File: config.mk
export PLATFORM = sky130hd
export DESIGN_NAME = tick_scheduler
export DESIGN_NICKNAME = d
export VERILOG_FILES = /design/src/rtl/tick_scheduler.sv
export SDC_FILE = /design/constraint.sdc
export NUM_CORES = 1
export LEC_CHECK = 0
export ABC_CLOCK_PERIOD_IN_PS = 2500
export CAP_MARGIN = 10
export CORE_AREA = 2 2 93 95
export CTS_BUF_LIST = sky130_fd_sc_hd__clkbuf_8
export CTS_CLUSTER_SIZE = 16
export DETAILED_ROUTE_END_ITERATION = 10
export DIE_AREA = 0 0 95 97
export GPL_TIMING_DRIVEN = 0
export PLACE_DENSITY = 0.6
export SLEW_MARGIN = 10
export SYNTH_ARGS = -nofsm -noshare
export SYNTH_HDL_FRONTEND = slang
export SYNTH_SLANG_ARGS = --single-unit
File: constraint.sdc
create_clock -name clk -period 2.5 [get_ports clk]
set_clock_uncertainty 0.05 [all_clocks]
set_input_delay 0.5 -clock clk [delete_from_list [all_inputs] [get_ports clk]]
set_output_delay 0.5 -clock clk [all_outputs]
set_load 0.02 [all_outputs]
File: src/rtl/tick_scheduler.sv
// Board time base: a free-running scan tick and a gated, rate-selectable event tick,
// both delivered as single-cycle clock enables.
module tick_scheduler #(
  parameter int unsigned FAST_DIV = 200000,
  parameter int unsigned SLOW_DIV = 30000000,
  parameter int unsigned CNT_W    = 26
) (
  input  logic       clk,
  input  logic       rst,
  input  logic       run,
  input  logic       step,
  input  logic       rate_sel,
  output logic       tick_scan,
  output logic       tick_evt,
  output logic       rate_act,
  output logic [1:0] state
);

  typedef enum logic [1:0] {
    IDLE   = 2'd0,
    RUN    = 2'd1,
    SWITCH = 2'd2,
    STEP   = 2'd3
  } state_t;

  localparam logic [CNT_W-1:0] FAST_TC = CNT_W'(FAST_DIV - 1);
  localparam logic [CNT_W-1:0] SLOW_TC = CNT_W'(SLOW_DIV - 1);

  state_t           state_q, state_d;
  logic [CNT_W-1:0] scnt;
  logic [CNT_W-1:0] ecnt, ecnt_d, ecnt_next;
  logic             rate_d, tick_d, tc;

  assign state = state_q;

  always_ff @(posedge clk or posedge rst) begin
    if (rst) begin
      scnt      <= '0;
      tick_scan <= 1'b0;
    end else begin
      tick_scan <= (scnt == FAST_TC);
      scnt      <= (scnt == FAST_TC) ? '0 : scnt + CNT_W'(1);
    end
  end

  always_ff @(posedge clk or posedge rst) begin
    if (rst) begin
      state_q  <= IDLE;
      ecnt     <= '0;
      rate_act <= 1'b0;
      tick_evt <= 1'b0;
    end else begin
      state_q  <= state_d;
      ecnt     <= ecnt_d;
      rate_act <= rate_d;
      tick_evt <= tick_d;
    end
  end

  always_comb begin
    state_d   = state_q;
    ecnt_d    = ecnt;
    rate_d    = rate_act;
    tick_d    = 1'b0;
    tc        = (ecnt == (rate_act ? FAST_TC : SLOW_TC));
    ecnt_next = tc ? '0 : ecnt + CNT_W'(1);
    unique case (state_q)
      IDLE: begin
        ecnt_d = '0;
        rate_d = rate_sel;
        if (run)       state_d = RUN;
        else if (step) state_d = STEP;
      end
      RUN: begin
        ecnt_d = ecnt_next;
        tick_d = tc;
        if (!run) begin
          state_d = IDLE;
          ecnt_d  = '0;
        end else if (rate_sel != rate_act) begin
          state_d = SWITCH;
        end
      end
      SWITCH: begin
        // Old rate finishes its period; the new rate takes effect on the boundary tick.
        ecnt_d = ecnt_next;
        tick_d = tc;
        if (!run) begin
          state_d = IDLE;
          ecnt_d  = '0;
        end else if (tc) begin
          rate_d  = rate_sel;
          state_d = RUN;
        end else if (rate_sel == rate_act) begin
          state_d = RUN;
        end
      end
      STEP: begin
        ecnt_d = ecnt_next;
        tick_d = tc;
        if (run)     state_d = RUN;
        else if (tc) state_d = IDLE;
      end
      default: state_d = IDLE;
    endcase
  end

endmodule
* Yosys cells after proc, flatten, opt, wreduce, memory -nomap -nowiden
Index checks and enable logic that the tools add are counted.
** Storage, ports and cells
- Logic and storage cells :: 46
- Bits in registers :: 57
- Output and inout bits :: 5
- Bits of input ports :: 5
** Cells by class
- Add/subtract/negate cells :: 2
- Equality and inequality tests :: 13
- Reduce and logical (&&, ||, !) cells :: 6
- Multiplexer cells :: 19
** Operator list (number)
- 26-bit two-way mux :: 3
- 26-bit case mux with 3 select lines :: 1
- 26-bit by 1-bit adder with 26-bit output (second input constant) :: 2
- 26-bit by 18-bit == test with 1-bit output (second input constant) :: 1
- 26-bit by 25-bit == test with 1-bit output :: 1
- 25-bit two-way mux :: 1
- 2-bit two-way mux :: 9
- 3-bit != test (second input constant) :: 3
- 2-bit case mux with 4 select lines :: 1
- 2-bit == test (second input constant) :: 2
- 2-bit != test (second input constant) :: 2
- 4-bit != test (second input constant) :: 1
- 4-bit AND reduction :: 1
- 1-bit two-way mux :: 3
- 3-bit AND reduction :: 1
- 3-bit OR reduction :: 1
- 2-bit by 1-bit == test with 1-bit output (second input constant) :: 1
- 2-bit zero test :: 1
- 1-bit case mux with 2 select lines :: 1
- 2-bit nonzero test :: 1
- 2-bit OR reduction :: 1
- 1-bit == test :: 1
- 1-bit != test :: 1

* Longest topological paths before layout
- Depth in word-level cells :: 5
- Depth in mapped cells :: 8
- Depth with buffers taken out :: 6

* Worst setup path after synthesis
No wires, ideal clock.
- Path type :: reg-to-reg
- From :: reg rate_act
- To :: reg state_q[1] (netlist: state[1])
- Setup slack :: 0.513 ns
- Setup time :: 0.125 ns
- Path buffers :: 1
- Stages on the path, launching flop included :: 6
- Required time :: 2.325 ns
- Data arrival time :: 1.812 ns
- Clock period less this slack :: 1.987 ns
- Path through :: dfrtp_1 buf_2 or3_4 a2111oi_4 o21bai_2 mux2_4
** On the way
- Longest elaborated chain between the ends :: 5
- Elaborated cells on any way between the ends :: 11
- Classes of those cells :: 6 x eq/ne; 4 x mux; 1 x reduce/logical
** Ends and longest elaborated chain
- start, declared :: line 15 : output logic rate_act,
- start signal, assigned :: line 55 : rate_act <= rate_d;
- 25-bit two-way mux :: line 65 : tc = (ecnt == (rate_act ? FAST_TC : SLOW_TC));
- 26-bit by 25-bit == test with 1-bit output :: line 65
- 2-bit two-way mux :: line 91 : end else if (tc) begin
- 2-bit two-way mux :: line 88 : if (!run) begin
- 2-bit case mux with 4 select lines :: line 67 : unique case (state_q)
- end signal, assigned :: line 53 : state_q <= state_d;
- end, declared :: line 29 : state_t state_q, state_d;
Several ways; a longest one is shown, not always the timed one.
A chain may end at the register's enable or synchronous reset.

* Worst setup path after layout
- From :: reg rate_act
- To :: reg ecnt[23]
** On the way
- Longest elaborated chain between the ends :: 5
** Ends and longest elaborated chain
- 25-bit two-way mux * :: line 65
- 26-bit by 25-bit == test with 1-bit output * :: line 65
- 26-bit two-way mux * :: line 66 : ecnt_next = tc ? '0 : ecnt + CNT_W'(1);
- 26-bit two-way mux :: line 77, 88
- 26-bit case mux with 3 select lines * :: line 67
- net ecnt_d[23] :: line 31 : logic [CNT_W-1:0] ecnt, ecnt_d, ecnt_next;
- end signal, assigned :: line 54 : ecnt <= ecnt_d;
- end, declared :: line 31
The timed path passes the listed nets; every way through them passes the cells marked *.

==> flow_summary_export.csv <==
group,metric,value,unit
setup_path,crit_path_start_kind,"flip-flop",
synth,synth_edf_count,0,
clock_network,numCtsBuffers,9,
clock_network,root_buffer,"clkbuf_8",
floorplanning,ioPinCount,10,
timing,max_freq,487.4,MHz
global_route,antenna_found_initial,0,
layout,area_growth,14.56,%
synth,synth_nets,309,
floorplanning,rows,33,
setup_path,rr_startpoint,"rate_act",
layout,antennaDiodeCount,0,
synth,synth_ff_type,"dfrtp_1",
place,hpwl,3.865,mm
setup_path,reg2reg_slack,450,ps
synth,ys_types,42,
drt,drt-initial-drc-count,85,
clock_network,clk_latency,330,ps
clock_network,cts.path.max_buffers,2,
clock_network,clock-sinks,57,
clock_network,cts_tree,"done",
drt,via_per_inst,4.977,
synth,synth.top_cell.area_share,48.26,%
timing,report.final.setup_viol,0,
synth,yosysMostFrequentCell,"dfrtp_1",
setup_path,cp.arrival,2210,ps
setup_path,path_max_fanout,10,
setup_path,cp-end-kind,"flip-flop",
place,pre_cts_ws,242.2,ps
setup_path,crit_required,2660,ps
clock_network,postCtsHoldBufs,0,
power_and_ir_drop,powerDensity,687.7,nW/µm²
synth,ys_top_cells_by_count,"57 x dfrtp_1, 45 x nor2_1, 26 x xor2_1",
synth,yosysTopAreaCell,"dfrtp_1",
synth,synth_cells,297,
floorplanning,initial_core_util,36.33,%
clock_network,cts.clk_slew.worst_paths,70,ps
synth,ys_ff_latch,57,
setup_path,r2r-end,"ecnt[23]",
timing,rsz0062_at_grt,"no",
synth,synth_area,2955,µm²
timing,hold_ws,429.7,ps
global_route,grtUsageTotal,13.48,%
drt,wl,5.534,mm
clock_network,h-tree-depth,3,
layout,nets,330,
global_route,overflow,0,
timing,drv_slew,0,
setup_path,criticalPathCategory,"flip-flop to flip-flop",
worst_hold_path,whs_endpoint,"scnt[25]",
timing,post-route-period-util,82.06,%
power_and_ir_drop,power_leakage,1.416,nW
drt,wire_per_inst,12.93,µm
global_route,grt_pass1_wl,9.791,mm
worst_hold_path,hold_class,"flip-flop to flip-flop",
floorplanning,dieWidth,95,µm
layout,fillers,804,
place,finalWeightedCongestion,0.8278,
drt,vias,2130,
floorplanning,die_y,97,µm
worst_hold_path,whs_path_depth,1,
global_route,grt_max_degree,30,
setup_path,reg2reg_depth,7,
global_route,grt_pass1_vias,2106,
outcome,status,"finished clean",
worst_hold_path,holdCritStartpoint,"scnt[25]",
layout,final_util,41.62,%
drt,remaining_drc_errors,0,
timing,maxSlewHeadroom,59.03,%
timing,tightest_slew,613.6,ps
synth,syn_avg_cell_area,9.951,µm²
timing,period_minus_slack,2052,ps
clock_network,postCtsSetupRepairBufs,0,
synth,synthArstFlopShare,100.0,%
layout,drive_above_1_share,8.359,%
power_and_ir_drop,max-vdd-ir-drop,0.3178,mV
run,maxCapViolations,0,
clock_network,cts_resized,0,
drt,dr.pass1.iters,4,
synth,synthTopCellsByArea,"dfrtp_1 48%, xor2_1 7.7%, nor2_1 5.7%",
place,port_buffers,9,
drt,ant_nets,0,
floorplanning,die_area,9215,µm²
synth,ys_warn_count,0,
floorplanning,coreArea,8134,µm²
timing,setup_ws,448.5,ps
timing,finalHoldViolCount,0,
synth,ys_seq_area_share,48.26,%
## stage by stage
step / instances / area [µm²] / setup TNS (ps) / power (mW)
after floorplan: 297 / 2955 / 0 / 1.387
after global placement: 411 / 3177 / -30180 / 1.523
after detailed placement: 412 / 3197 / 0 / 1.537
after CTS: 428 / 3386 / 0 / 2.378
after global routing: 428 / 3386 / 0 / 2.485
final: 428 / 3386 / 0 / 2.328
## worst max-delay path: stages, from the launching register on
cell and delay (ps):
dfrtp_1 380, buf_2 180, or3_4 430, a2111oi_4 410, or2_1 170, buf_6 130, buf_8 130, nor2_1 50
## per-layer routing
metal	part of all wire [%]	global-route usage [%]
met4	1.1	4.125
met2	46	20.73
met3	3.3	5.218
met5	0	0
met1	49	17.48
## area by class of cell
cell class / instances / area, µm² / share of cell area, %
Sequential cell: 57 / 1426 / 42.13
Inverter: 10 / 37.54 / 1.109
Buffer: 8 / 62.56 / 1.848
Multi-Input combinational cell: 222 / 1429 / 42.20
Timing Repair Buffer: 10 / 110.1 / 3.252
Clock buffer: 10 / 137.6 / 4.065
Clock inverter: 6 / 51.30 / 1.515
Tap cell: 105 / 131.4 / 3.880
## how the worst max path moves through the flow
stage	cells after the start	slack (ps)	startpoint	to
floorplan	5	510	rate_act	state[1]
global placement	2	-530	rst	state[0]
detailed placement	7	240	run	ecnt[5]
CTS	7	430	rate_act	ecnt[23]
global route	5	330	scnt[14]	scnt[17]
finish	7	450	rate_act	ecnt[23]
## logic make-up after synthesis
| group | Yosys count | synth area share [%] |
|---|---|---|
| xor+xnor | 44 | 13.04 |
| mux | 5 | 1.905 |
| simple gates | 148 | 25.74 |
| flops | 57 | 48.26 |
| buf+inv | 18 | 3.387 |
| fa+ha+maj | 7 | 2.963 |
| compound gates | 18 | 4.699 |
## registers in the layout (all words and copies together) (netlist names)
register   flops
ecnt          26
scnt          26
state          2
rate_act       1
tick_evt       1
tick_scan      1
## where the power goes
group          switching (mW)  total [mW]  internal (mW)
sequential             0.0332       0.991          0.958
combinational           0.273       0.516          0.243
clock                   0.348       0.821          0.473
total                   0.655        2.33           1.67
## layout by cell type, fill, tap and decap left out, types with 7 or more instances in the layout
master / instances
dfrtp_1: 57
nand2_1: 23
xnor2_1: 18
inv_1: 12
nor2_1: 45
clkbuf_8: 10
and4_1: 8
clkdlybuf4s50_1: 9
ha_1: 7
nand3_1: 21
nand4_1: 15
xor2_1: 26
Power figures use the tool's default switching activity.
